==> config.mk <==
export PLATFORM = sky130hd
export DESIGN_NAME = dmem_arbiter
export DESIGN_NICKNAME = d
export VERILOG_FILES = /design/src/rtl/dmem_pkg.sv /design/src/rtl/rr_arb2.sv /design/src/rtl/dmem_arbiter.sv
export SDC_FILE = /design/constraint.sdc
export NUM_CORES = 1
export LEC_CHECK = 0
export CAP_MARGIN = 20
export CORE_MARGIN = 5
export CORE_UTILIZATION = 47
export DETAILED_ROUTE_END_ITERATION = 7
export GPL_ROUTABILITY_DRIVEN = 0
export GPL_TIMING_DRIVEN = 0
export PLACE_DENSITY_LB_ADDON = 0.08
export SLEW_MARGIN = 20
export SYNTH_ARGS = -nofsm -noshare
export SYNTH_HDL_FRONTEND = slang
export SYNTH_HIERARCHICAL = 1
export SYNTH_SLANG_ARGS = --single-unit
==> constraint.sdc <==
create_clock -name clk -period 9.9 [get_ports clk]
set_clock_uncertainty 0.1 [all_clocks]
set_input_delay 1.98 -clock clk [delete_from_list [all_inputs] [get_ports clk]]
set_output_delay 1.98 -clock clk [all_outputs]
set_load 0.005 [all_outputs]
==> src/rtl/dmem_pkg.sv <==
// Shared definitions for the data-memory arbiter.
//   - RV32 load/store funct3 encodings
//   - arbiter FSM state encoding (2 bits)
//   - access_size(): bytes touched by a load/store funct3
package dmem_pkg;

    // Store encodings
    localparam logic [2:0] MEM_SB  = 3'b000;
    localparam logic [2:0] MEM_SH  = 3'b001;
    localparam logic [2:0] MEM_SW  = 3'b010;

    // Load encodings
    localparam logic [2:0] MEM_LB  = 3'b000;
    localparam logic [2:0] MEM_LH  = 3'b001;
    localparam logic [2:0] MEM_LW  = 3'b010;
    localparam logic [2:0] MEM_LBU = 3'b100;
    localparam logic [2:0] MEM_LHU = 3'b101;

    typedef enum logic [1:0] {
        ST_IDLE   = 2'd0,
        ST_ACCESS = 2'd1,
        ST_RESP   = 2'd2
    } dmem_state_e;

    // Bytes touched by an access; funct3[2] only selects sign/zero extension.
    // The 2'b11 encoding is illegal for every access and is rejected separately.
    function automatic logic [2:0] access_size(input logic [2:0] funct3);
        logic [2:0] size;
        case (funct3[1:0])
            2'b00:   size = 3'd1;
            2'b01:   size = 3'd2;
            default: size = 3'd4;
        endcase
        return size;
    endfunction

endpackage

==> src/rtl/rr_arb2.sv <==
// Two-way round-robin picker, purely combinational.
//   valid      in   2  request lines of port 0 and port 1
//   last_grant in   1  port granted by the previous transaction
//   grant      out  1  selected port (meaningful only when any=1)
//   any        out  1  at least one port is requesting
module rr_arb2 (
    input  logic [1:0] valid,
    input  logic       last_grant,
    output logic       grant,
    output logic       any
);

    always_comb begin
        any   = |valid;
        grant = 1'b0;
        case (valid)
            2'b10:   grant = 1'b1;
            // Contention: the port that did not win last time goes next.
            2'b11:   grant = ~last_grant;
            default: grant = 1'b0;
        endcase
    end

endmodule

==> src/rtl/dmem_arbiter.sv <==
// Shares the single byte-addressed data-memory port between the core LSU (port 0)
// and the debug/DMA loader (port 1). One transaction in flight, three cycles each:
// IDLE (accept) -> ACCESS (memory pins driven) -> RESP (one-cycle response pulse).
// Illegal funct3, out-of-range and (optionally) misaligned requests never reach
// the memory; they are answered with resp_err=1 and resp_rdata=0.
//
// Optional build macro: DMEM_ARB_ALIGN_CHECK_EN
//   defined   - halfword accesses with addr[0]!=0 and word accesses with
//               addr[1:0]!=0 are rejected as errors
//   undefined - misaligned accesses are passed through to the byte-wise memory
//
// Ports
//   clk, rst_n      clock (rising edge), asynchronous active-low reset
//   req_valid[i]    requester i has a request, held stable until req_ready[i]
//   req_ready[i]    request i accepted this cycle (combinational, IDLE only)
//   req_we[i]       1=store, 0=load
//   req_addr[i]     byte address
//   req_wdata[i]    store data
//   req_funct3[i]   RV32 load/store funct3
//   resp_valid[i]   one-cycle response pulse for requester i
//   resp_rdata      load data (0 for stores and errors)
//   resp_err        request rejected
//   mem_*           data-memory interface; mem_rdata is a combinational read
module dmem_arbiter
    import dmem_pkg::*;
#(
    parameter int unsigned MEM_BYTES = 1024,
    parameter int unsigned ADDR_W    = 32
) (
    input  logic                   clk,
    input  logic                   rst_n,

    input  logic [1:0]             req_valid,
    output logic [1:0]             req_ready,
    input  logic [1:0]             req_we,
    input  logic [1:0][ADDR_W-1:0] req_addr,
    input  logic [1:0][31:0]       req_wdata,
    input  logic [1:0][2:0]        req_funct3,

    output logic [1:0]             resp_valid,
    output logic [31:0]            resp_rdata,
    output logic                   resp_err,

    output logic                   mem_read,
    output logic                   mem_write,
    output logic [ADDR_W-1:0]      mem_addr,
    output logic [31:0]            mem_wdata,
    output logic [2:0]             mem_funct3,
    input  logic [31:0]            mem_rdata
);

    // One extra bit so that addr + size cannot wrap around at the top of the space.
    localparam int unsigned EXT_W = ADDR_W + 1;

    // ------------------------------------------------------------------
    // State
    // ------------------------------------------------------------------
    dmem_state_e        state_q;
    logic               last_grant_q;
    logic               grant_q;
    logic               we_q;
    logic               err_q;

    logic               mem_read_q;
    logic               mem_write_q;
    logic [ADDR_W-1:0]  mem_addr_q;
    logic [31:0]        mem_wdata_q;
    logic [2:0]         mem_funct3_q;

    logic [1:0]         resp_valid_q;
    logic [31:0]        resp_rdata_q;
    logic               resp_err_q;

    // ------------------------------------------------------------------
    // Arbitration
    // ------------------------------------------------------------------
    logic arb_grant;
    logic arb_any;

    rr_arb2 u_rr_arb2 (
        .valid      (req_valid),
        .last_grant (last_grant_q),
        .grant      (arb_grant),
        .any        (arb_any)
    );

    // Fields of the request that would be accepted this cycle
    logic              sel_we;
    logic [ADDR_W-1:0] sel_addr;
    logic [31:0]       sel_wdata;
    logic [2:0]        sel_funct3;

    always_comb begin
        sel_we     = req_we[arb_grant];
        sel_addr   = req_addr[arb_grant];
        sel_wdata  = req_wdata[arb_grant];
        sel_funct3 = req_funct3[arb_grant];
    end

    // ------------------------------------------------------------------
    // Legality check of the selected request
    // ------------------------------------------------------------------
    logic [2:0]       sel_size;
    logic [EXT_W-1:0] sel_end;
    logic             funct3_err;
    logic             range_err;
    logic             align_err;
    logic             sel_err;

    always_comb begin
        sel_size  = access_size(sel_funct3);
        sel_end   = {1'b0, sel_addr} + EXT_W'(sel_size);
        range_err = sel_end > EXT_W'(MEM_BYTES);

        funct3_err = 1'b1;
        if (sel_we) begin
            case (sel_funct3)
                MEM_SB, MEM_SH, MEM_SW: funct3_err = 1'b0;
                default:                funct3_err = 1'b1;
            endcase
        end else begin
            case (sel_funct3)
                MEM_LB, MEM_LH, MEM_LW, MEM_LBU, MEM_LHU: funct3_err = 1'b0;
                default:                                  funct3_err = 1'b1;
            endcase
        end

`ifdef DMEM_ARB_ALIGN_CHECK_EN
        align_err = ((sel_size == 3'd2) && sel_addr[0]) ||
                    ((sel_size == 3'd4) && (sel_addr[1:0] != 2'b00));
`else
        align_err = 1'b0;
`endif

        sel_err = funct3_err || range_err || align_err;
    end

    // ------------------------------------------------------------------
    // Handshake: ready only in IDLE, only to the winning port
    // ------------------------------------------------------------------
    always_comb begin
        req_ready = 2'b00;
        if ((state_q == ST_IDLE) && arb_any) begin
            req_ready[arb_grant] = 1'b1;
        end
    end

    // ------------------------------------------------------------------
    // FSM with registered memory and response outputs. The async reset clears
    // mem_write immediately, so a store caught in ACCESS is never committed.
    // ------------------------------------------------------------------
    always_ff @(posedge clk or negedge rst_n) begin
        if (!rst_n) begin
            state_q      <= ST_IDLE;
            last_grant_q <= 1'b1;
            grant_q      <= 1'b0;
            we_q         <= 1'b0;
            err_q        <= 1'b0;
            mem_read_q   <= 1'b0;
            mem_write_q  <= 1'b0;
            mem_addr_q   <= '0;
            mem_wdata_q  <= '0;
            mem_funct3_q <= '0;
            resp_valid_q <= 2'b00;
            resp_rdata_q <= '0;
            resp_err_q   <= 1'b0;
        end else begin
            case (state_q)
                ST_IDLE: begin
                    if (arb_any) begin
                        grant_q     <= arb_grant;
                        we_q        <= sel_we;
                        err_q       <= sel_err;
                        mem_read_q  <= !sel_err && !sel_we;
                        mem_write_q <= !sel_err && sel_we;
                        // Rejected requests leave the memory pins quiet.
                        if (!sel_err) begin
                            mem_addr_q   <= sel_addr;
                            mem_wdata_q  <= sel_wdata;
                            mem_funct3_q <= sel_funct3;
                        end
                        state_q     <= ST_ACCESS;
                    end
                end

                ST_ACCESS: begin
                    mem_read_q   <= 1'b0;
                    mem_write_q  <= 1'b0;
                    mem_addr_q   <= '0;
                    mem_wdata_q  <= '0;
                    mem_funct3_q <= '0;
                    resp_valid_q <= grant_q ? 2'b10 : 2'b01;
                    resp_err_q   <= err_q;
                    resp_rdata_q <= (!err_q && !we_q) ? mem_rdata : 32'h0;
                    state_q      <= ST_RESP;
                end

                ST_RESP: begin
                    resp_valid_q <= 2'b00;
                    resp_rdata_q <= '0;
                    resp_err_q   <= 1'b0;
                    last_grant_q <= grant_q;
                    state_q      <= ST_IDLE;
                end

                default: begin
                    state_q <= ST_IDLE;
                end
            endcase
        end
    end

    assign mem_read   = mem_read_q;
    assign mem_write  = mem_write_q;
    assign mem_addr   = mem_addr_q;
    assign mem_wdata  = mem_wdata_q;
    assign mem_funct3 = mem_funct3_q;
    assign resp_valid = resp_valid_q;
    assign resp_rdata = resp_rdata_q;
    assign resp_err   = resp_err_q;

endmodule
# Word-level counts from Yosys, hierarchy flattened
# Cells that the tools add are included.
word_totals:
  reg_bits: 110
  latchBits: 0
  ram_bits: 0
  romBits: 0
  in_bits: 172
  out_inout_bits: 106
  elab_cells: 86
  n_memories: 0
classes:
  add_sub_neg: 1
  n_mul: 0
  div_mod_pow: 0
  n_lt_le_gt_ge: 3
  n_eq_ne: 11
  n_shift: 0
  muxes: 36
  bitwise: 1
  n_reduce_logical: 21
op_table:
  columns: ["operator", "count"]
  rows:
  - ["32-bit two-way mux", 9]
  - ["32-bit one-hot mux with 2 select lines", 3]
  - ["32-bit by 3-bit adder with 33-bit output", 1]
  - ["33-bit by 11-bit greater-than comparator with 1-bit output (second input constant)", 1]
  - ["3-bit two-way mux", 4]
  - ["3-bit one-hot mux with 2 select lines", 2]
  - ["1-bit two-way mux", 8]
  - ["1-bit one-hot mux with 2 select lines", 4]
  - ["2-bit one-hot mux with 2 select lines", 2]
  - ["2-bit == test (second input constant)", 3]
  - ["3-bit == test (second input constant)", 2]
  - ["2-bit two-way mux", 3]
  - ["1-bit logical AND", 5]
  - ["5-bit OR reduction", 1]
  - ["2-bit by 1-bit == test with 1-bit output (second input constant)", 2]
  - ["1-bit logical NOT", 4]
  - ["2-bit logical NOT", 2]
  - ["2-bit inequality test (second input constant)", 2]
  - ["2-bit AND reduction", 2]
  - ["2-bit nonzero test", 2]
  - ["3-bit by 1-bit == test with 1-bit output (second input constant)", 1]
  - ["3-bit by 2-bit == test with 1-bit output (second input constant)", 1]
  - ["3-bit logical NOT", 1]
  - ["3-bit AND reduction", 1]
  - ["7 further kinds", 7]

# Logic depth before layout (Yosys ltp)
logic_depth:
  word_depth: 13
  mapped_depth: 19
  mapped_depth_nobuf: 13

# By module
# The synthesis kept the hierarchy.
modules_own_cells:
  columns: ["module", "instances", "cells_each", "area_per_inst_um2", "seq_area_each_um2"]
  rows:
  - ["dmem_arbiter", 1, 708, 6648.9, 2753.9]
  - ["rr_arb2", 1, 2, 13.8, 0.0]

# Worst setup path before layout
# OpenSTA, ideal clock, no wires.
synth_path:
  kind: "input port to flip-flop"
  startpoint: "input port req_valid[1]"
  endpoint: "register mem_write_q (netlist: mem_write)"
  setup_time_ps: 92
  arrival_time_ps: 6534
  required_time_ps: 9708
  setup_slack_ps: 3174
  path_stages: 17
  path_buffers: 6
  cell_sequence: "a21boi_1 -> buf_6 -> buf_6 -> buf_4 -> buf_2 -> buf_2 -> buf_2 -> mux2_2 -> fa_1 -> a21oi_1 -> nor2_1 -> or3_1 -> and3_1 -> o41a_1 -> or4_1 -> or4_1 -> o31ai_2"
synth_between:
  elab_chain_cells: 13
  word_cells_on_any_way: 32
  cone_classes: "add/sub (1); order compare (1); eq/ne (8); mux (13); reduce/logical (9)"
synth_lines:
  columns: ["item", "line", "source"]
  rows:
  - ["start, declared", "dmem_arbiter.sv:33", "input logic [1:0] req_valid,"]
  - ["2-bit == test", "rr_arb2.sv:16", "case (valid)"]
  - ["1-bit one-hot mux with 2 select lines", "rr_arb2.sv:16", null]
  - ["3-bit two-way mux (not written as such) (2 in series)", "dmem_arbiter.sv:97", "sel_funct3 = req_funct3[arb_grant];"]
  - ["2-bit by 1-bit == test with 1-bit output, or another cell as far along", "dmem_pkg.sv:29", "case (funct3[1:0])"]
  - ["3-bit one-hot mux with 2 select lines, or another cell as far along", "dmem_pkg.sv:29", null]
  - ["32-bit by 3-bit adder with 33-bit output, or another cell as far along", "dmem_arbiter.sv:112", "sel_end = {1'b0, sel_addr} + EXT_W'(sel_size);"]
  - ["33-bit by 11-bit greater-than comparator with 1-bit output or 1-bit two-way mux (tied branches)", "dmem_arbiter.sv:113, dmem_arbiter.sv:116", null]
  - ["1-bit logical OR", "dmem_arbiter.sv:135", "sel_err = funct3_err || range_err || align_err;"]
  - ["1-bit logical NOT", null, null]
  - ["1-bit logical AND", "dmem_arbiter.sv:175", "mem_write_q <= !sel_err && sel_we;"]
  - ["1-bit two-way mux", "dmem_arbiter.sv:170", "if (arb_any) begin"]
  - ["1-bit one-hot mux with 2 select lines", "dmem_arbiter.sv:168", "case (state_q)"]
  - ["end signal, assigned", "dmem_arbiter.sv:175", null]
  - ["end, declared", "dmem_arbiter.sv:65", "logic mem_write_q;"]
# Several ways; a longest one is shown, not always the timed one. The select of a mux whose other input is x is not followed.
# A chain may end at the register's enable or synchronous reset.

# Worst setup path after layout
layout_path:
  startpoint: "input port req_valid[1]"
  endpoint: "output port req_ready[1]"
layout_between:
  elab_chain_cells: 7
  word_cells_on_any_way: 11
  cone_classes: "order compare (2); eq/ne (2); mux (4); reduce/logical (3)"
layout_lines:
  columns: ["item", "line", "source"]
  rows:
  - ["2-bit == test", "rr_arb2.sv:16", null]
  - ["1-bit one-hot mux with 2 select lines (*)", "rr_arb2.sv:16", null]
  - ["net arb_grant", "dmem_arbiter.sv:77", "logic arb_grant;"]
  - ["1-bit by 2-bit less-than comparator with 1-bit output (not written as such) or 1-bit greater-or-equal comparator (tied branches)", "dmem_arbiter.sv:144", "req_ready[arb_grant] = 1'b1;"]
  - ["1-bit logical AND (not written as such)", "dmem_arbiter.sv:144", null]
  - ["1-bit two-way mux (not written as such)", "dmem_arbiter.sv:144", null]
  - ["1-bit demux with 1-bit select (*)", "dmem_arbiter.sv:144", null]
  - ["2-bit two-way mux (*)", "dmem_arbiter.sv:143", "if ((state_q == ST_IDLE) && arb_any) begin"]
  - ["end, declared", "dmem_arbiter.sv:34", "output logic [1:0] req_ready,"]
# The timed path passes the listed nets; every way through them passes the cells marked *.

==> flow_metrics.py <==
metrics = {
    "sta": {
        "finalHoldViolations": 0,
        "period_share": 0.804,
        "worstMarginPinSlew_ps": 937,
        "rsz0062_at_grt": "no",
        "setup_tns_ps": 0,
        "max_slew_margin": 0.367,
        "drv_slew": 0,
        "fin_crit_ps": 7960,
        "max_freq_ghz": 0.126,
        "finalSetupViolations": 0,
        "setup_ws_ps": 1940,
    },
    "die": {
        "initial_utilization": 0.480,
        "rows": 43,
        "die_w_um": 129,
        "ios": 278,
        "die-area_um2": 16700,
        "die_h_um": 129,
        "fp.coreArea_um2": 13900,
    },
    "cts": {
        "path_clk_slew_ps": 60,
        "cts_buffers": 9,
        "cts_resized": 0,
        "cts_setup_buffers": 0,
        "cts.sinks": 110,
        "clock_latency_ps": 350,
        "hold_buffers": 0,
        "clk_path_buf_depth": 2,
        "cts_tree": "yes",
        "htreeDepth": 3,
        "cts_root_buf": "clkbuf_16",
    },
    "logic_synthesis": {
        "synth.distinct_cells": 62,
        "synth_nets": 889,
        "synth_top_area_frac": 0.409,
        "synth.area.top_cells": "dfrtp_1 41%, mux2i_1 16%, nand2_1 6.0%",
        "ys_seq_elements": 110,
        "synthMostInstantiatedCell": "dfrtp_1",
        "ys_seq_area_frac": 0.413,
        "ys.warnings.count": 6,
        "syn_inst": 710,
        "synth_top_cell_by_area": "dfrtp_1",
        "synthArstFlopShare": 1.00,
        "synth.cell_area_um2": 6660,
        "synth_edf_count": 0,
        "post_synth.cell_area_avg_um2": 9.38,
        "synth_ff_type": "dfrtp_1",
        "synth_commonest_cells": "109 x dfrtp_1, 107 x nand2_1, 105 x mux2i_1, 43 x o21ai_0",
    },
    "pwr": {
        "p_leak_nw": 4.53,
        "irDropWorstVdd_mv": 0.0916,
        "power.density_nw_per_um2": 136,
    },
    "drt": {
        "wirelength_um": 21000,
        "dr.pass1.iters": 5,
        "via_per_inst": 5.39,
        "vias": 6387,
        "wl_per_cell_um": 17.7,
        "drt_iter0_drc": 355,
        "drc": 0,
        "final_antenna_net_count": 0,
    },
    "worst_hold_path": {
        "hp-class": "reg -> reg",
        "holdPathStages": 2,
    },
    "cells_and_area": {
        "syn2layout_area_growth_pct": 50.0,
        "antenna_cells": 0,
        "fin_nets": 1178,
        "drive_gt1_frac": 0.0916,
        "seqCellArea_um2": 2750,
        "instances_no_fill": 1184,
        "multi_input_area_um2": 3560,
        "post-route-util": 0.720,
        "fill_cells": 1095,
    },
    "global_route": {
        "grt_util_all_layers": 0.247,
        "grt_pass1_wl_um": 32500,
        "grt_pass1_vias": 6321,
        "grt_start_max_net_pins": 72,
        "antenna_found_initial": 0,
        "grt_overflow": 0,
    },
    "setup_path": {
        "crit_arrival_ps": 5880,
        "startpoint_type": "input port",
        "worstRegToRegCells": 19,
        "worstPathRequired_ps": 7820,
        "crit_type": "in -> out",
        "cp_max_fo": 10,
        "reg2reg_slack_ps": 3920,
        "endpoint_kind": "output pin",
    },
    "status": {
        "status": "completed",
    },
    "placed_design": {
        "placedCellCount": 1168,
        "portBuffers": 277,
        "dpl.hpwl_um": 16900,
        "pre_cts_ws_ps": 1830,
    },
    "flow_run": {
        "cap_violations": 0,
    },
}
-- cell families (layout without fill, tap and decap cells) --
group / count (synthesis) / after routing / share of synthesized area
adders and majority gates: 7 / 7 / 0.0143
and+or+nand+nor: 282 / 282 / 0.223
DFF: 110 / 110 / 0.413
xor gates and xnor gates: 15 / 15 / 0.0197
AOI/OAI and AO/OA: 102 / 102 / 0.104
muxes: 114 / 114 / 0.174
buffers and inverters: 80 / 374 / 0.0526
-- stage by stage --
stage	total power, mW	hold slack, ps	instance area (µm²)
2_1_floorplan	0.785	351	6660
3_3_place_gp	0.983	372	9660
3_5_place_dp	0.989	384	9690
4_1_cts	1.37	399	10000
5_1_grt	1.44	428	10000
6_report	1.36	399	10000
-- area by class of cell --
| type | count | share of cell area |
|---|---|---|
| buffer | 39 | 0.0197 |
| tap | 180 | 0.0225 |
| inverter | 41 | 0.0154 |
| timing repair buffer | 278 | 0.280 |
| sequential | 110 | 0.276 |
| multi-input combinational | 520 | 0.356 |
| clock buffer | 10 | 0.0239 |
| clock inverter | 6 | 0.00676 |
-- final timing paths --
kind,startpoint,endpoint
hold / removal,we_q$_DFFE_PN0P_,we_q$_DFFE_PN0P_
min in group asynchronous,rst_n,resp_rdata[2]$_DFFE_PN0P_
setup reg to reg,last_grant_q$_DFFE_PN1P_,mem_wdata[13]$_DFFE_PN0P_
setup / recovery,req_valid[1],req_ready[1]
max in group asynchronous,rst_n,mem_wdata[3]$_DFFE_PN0P_
hold reg to reg,we_q$_DFFE_PN0P_,we_q$_DFFE_PN0P_
-- layout by cell type (no fill, tap or decap), types with 4 or more instances in the layout --
| cell type | instances |
|---|---|
| and2_1 | 6 |
| xnor2_1 | 9 |
| a22oi_1 | 8 |
| nor3_1 | 5 |
| or4_1 | 6 |
| o21ai_0 | 43 |
| o2111ai_1 | 5 |
| a21oi_1 | 6 |
| xor2_1 | 6 |
| nand3_1 | 29 |
| nand4_1 | 4 |
| mux2_2 | 8 |
| nor2_1 | 10 |
| clkdlybuf4s50_1 | 276 |
| nand2b_1 | 10 |
| clkbuf_16 | 9 |
| buf_6 | 5 |
| dfrtp_1 | 109 |
| nor4_1 | 5 |
| and3_1 | 26 |
| inv_1 | 41 |
| mux2i_1 | 105 |
| buf_2 | 13 |
| or2_2 | 41 |
| nand2_1 | 107 |
| nand3b_1 | 17 |
| ha_1 | 6 |
| o31a_1 | 4 |
| clkbuf_1 | 20 |
-- state kept, by name, summed over array words and instances, names as in the netlist --
register / count
we_q: 1
mem_read: 1
mem_wdata: 32
state_q: 2
resp_rdata: 32
resp_err: 1
last_grant_q: 1
mem_addr: 32
mem_funct3: 3
resp_valid: 2
err_q: 1
mem_write: 1
grant_q: 1
-- worst max-delay path, cell delays in order --
cell and delay (ps):
clkdlybuf4s50_1 470, a21boi_1 380, buf_6 220, buf_6 160, buf_4 200, buf_2 310
buf_2 310, buf_2 380, buf_1 630, and3_1 290, clkdlybuf4s50_1 530
-- where the power goes --
| part | internal [mW] | leakage, nW | switching (mW) |
|---|---|---|---|
| sequential | 0.467 | 1.52 | 0.0102 |
| combinational | 0.229 | 2.86 | 0.276 |
| clock | 0.205 | 0.151 | 0.169 |
-- per-layer routing --
metal,track usage,wire [µm],share of wire,vias up
li1,-,-,-,3081
met1,0.308,8410,0.40,3004
met2,0.425,10500,0.50,257
met3,0.0503,1440,0.069,45
met4,0.0889,590,0.028,0
met5,0,0,0,-
(Power assumes the default switching activity.)
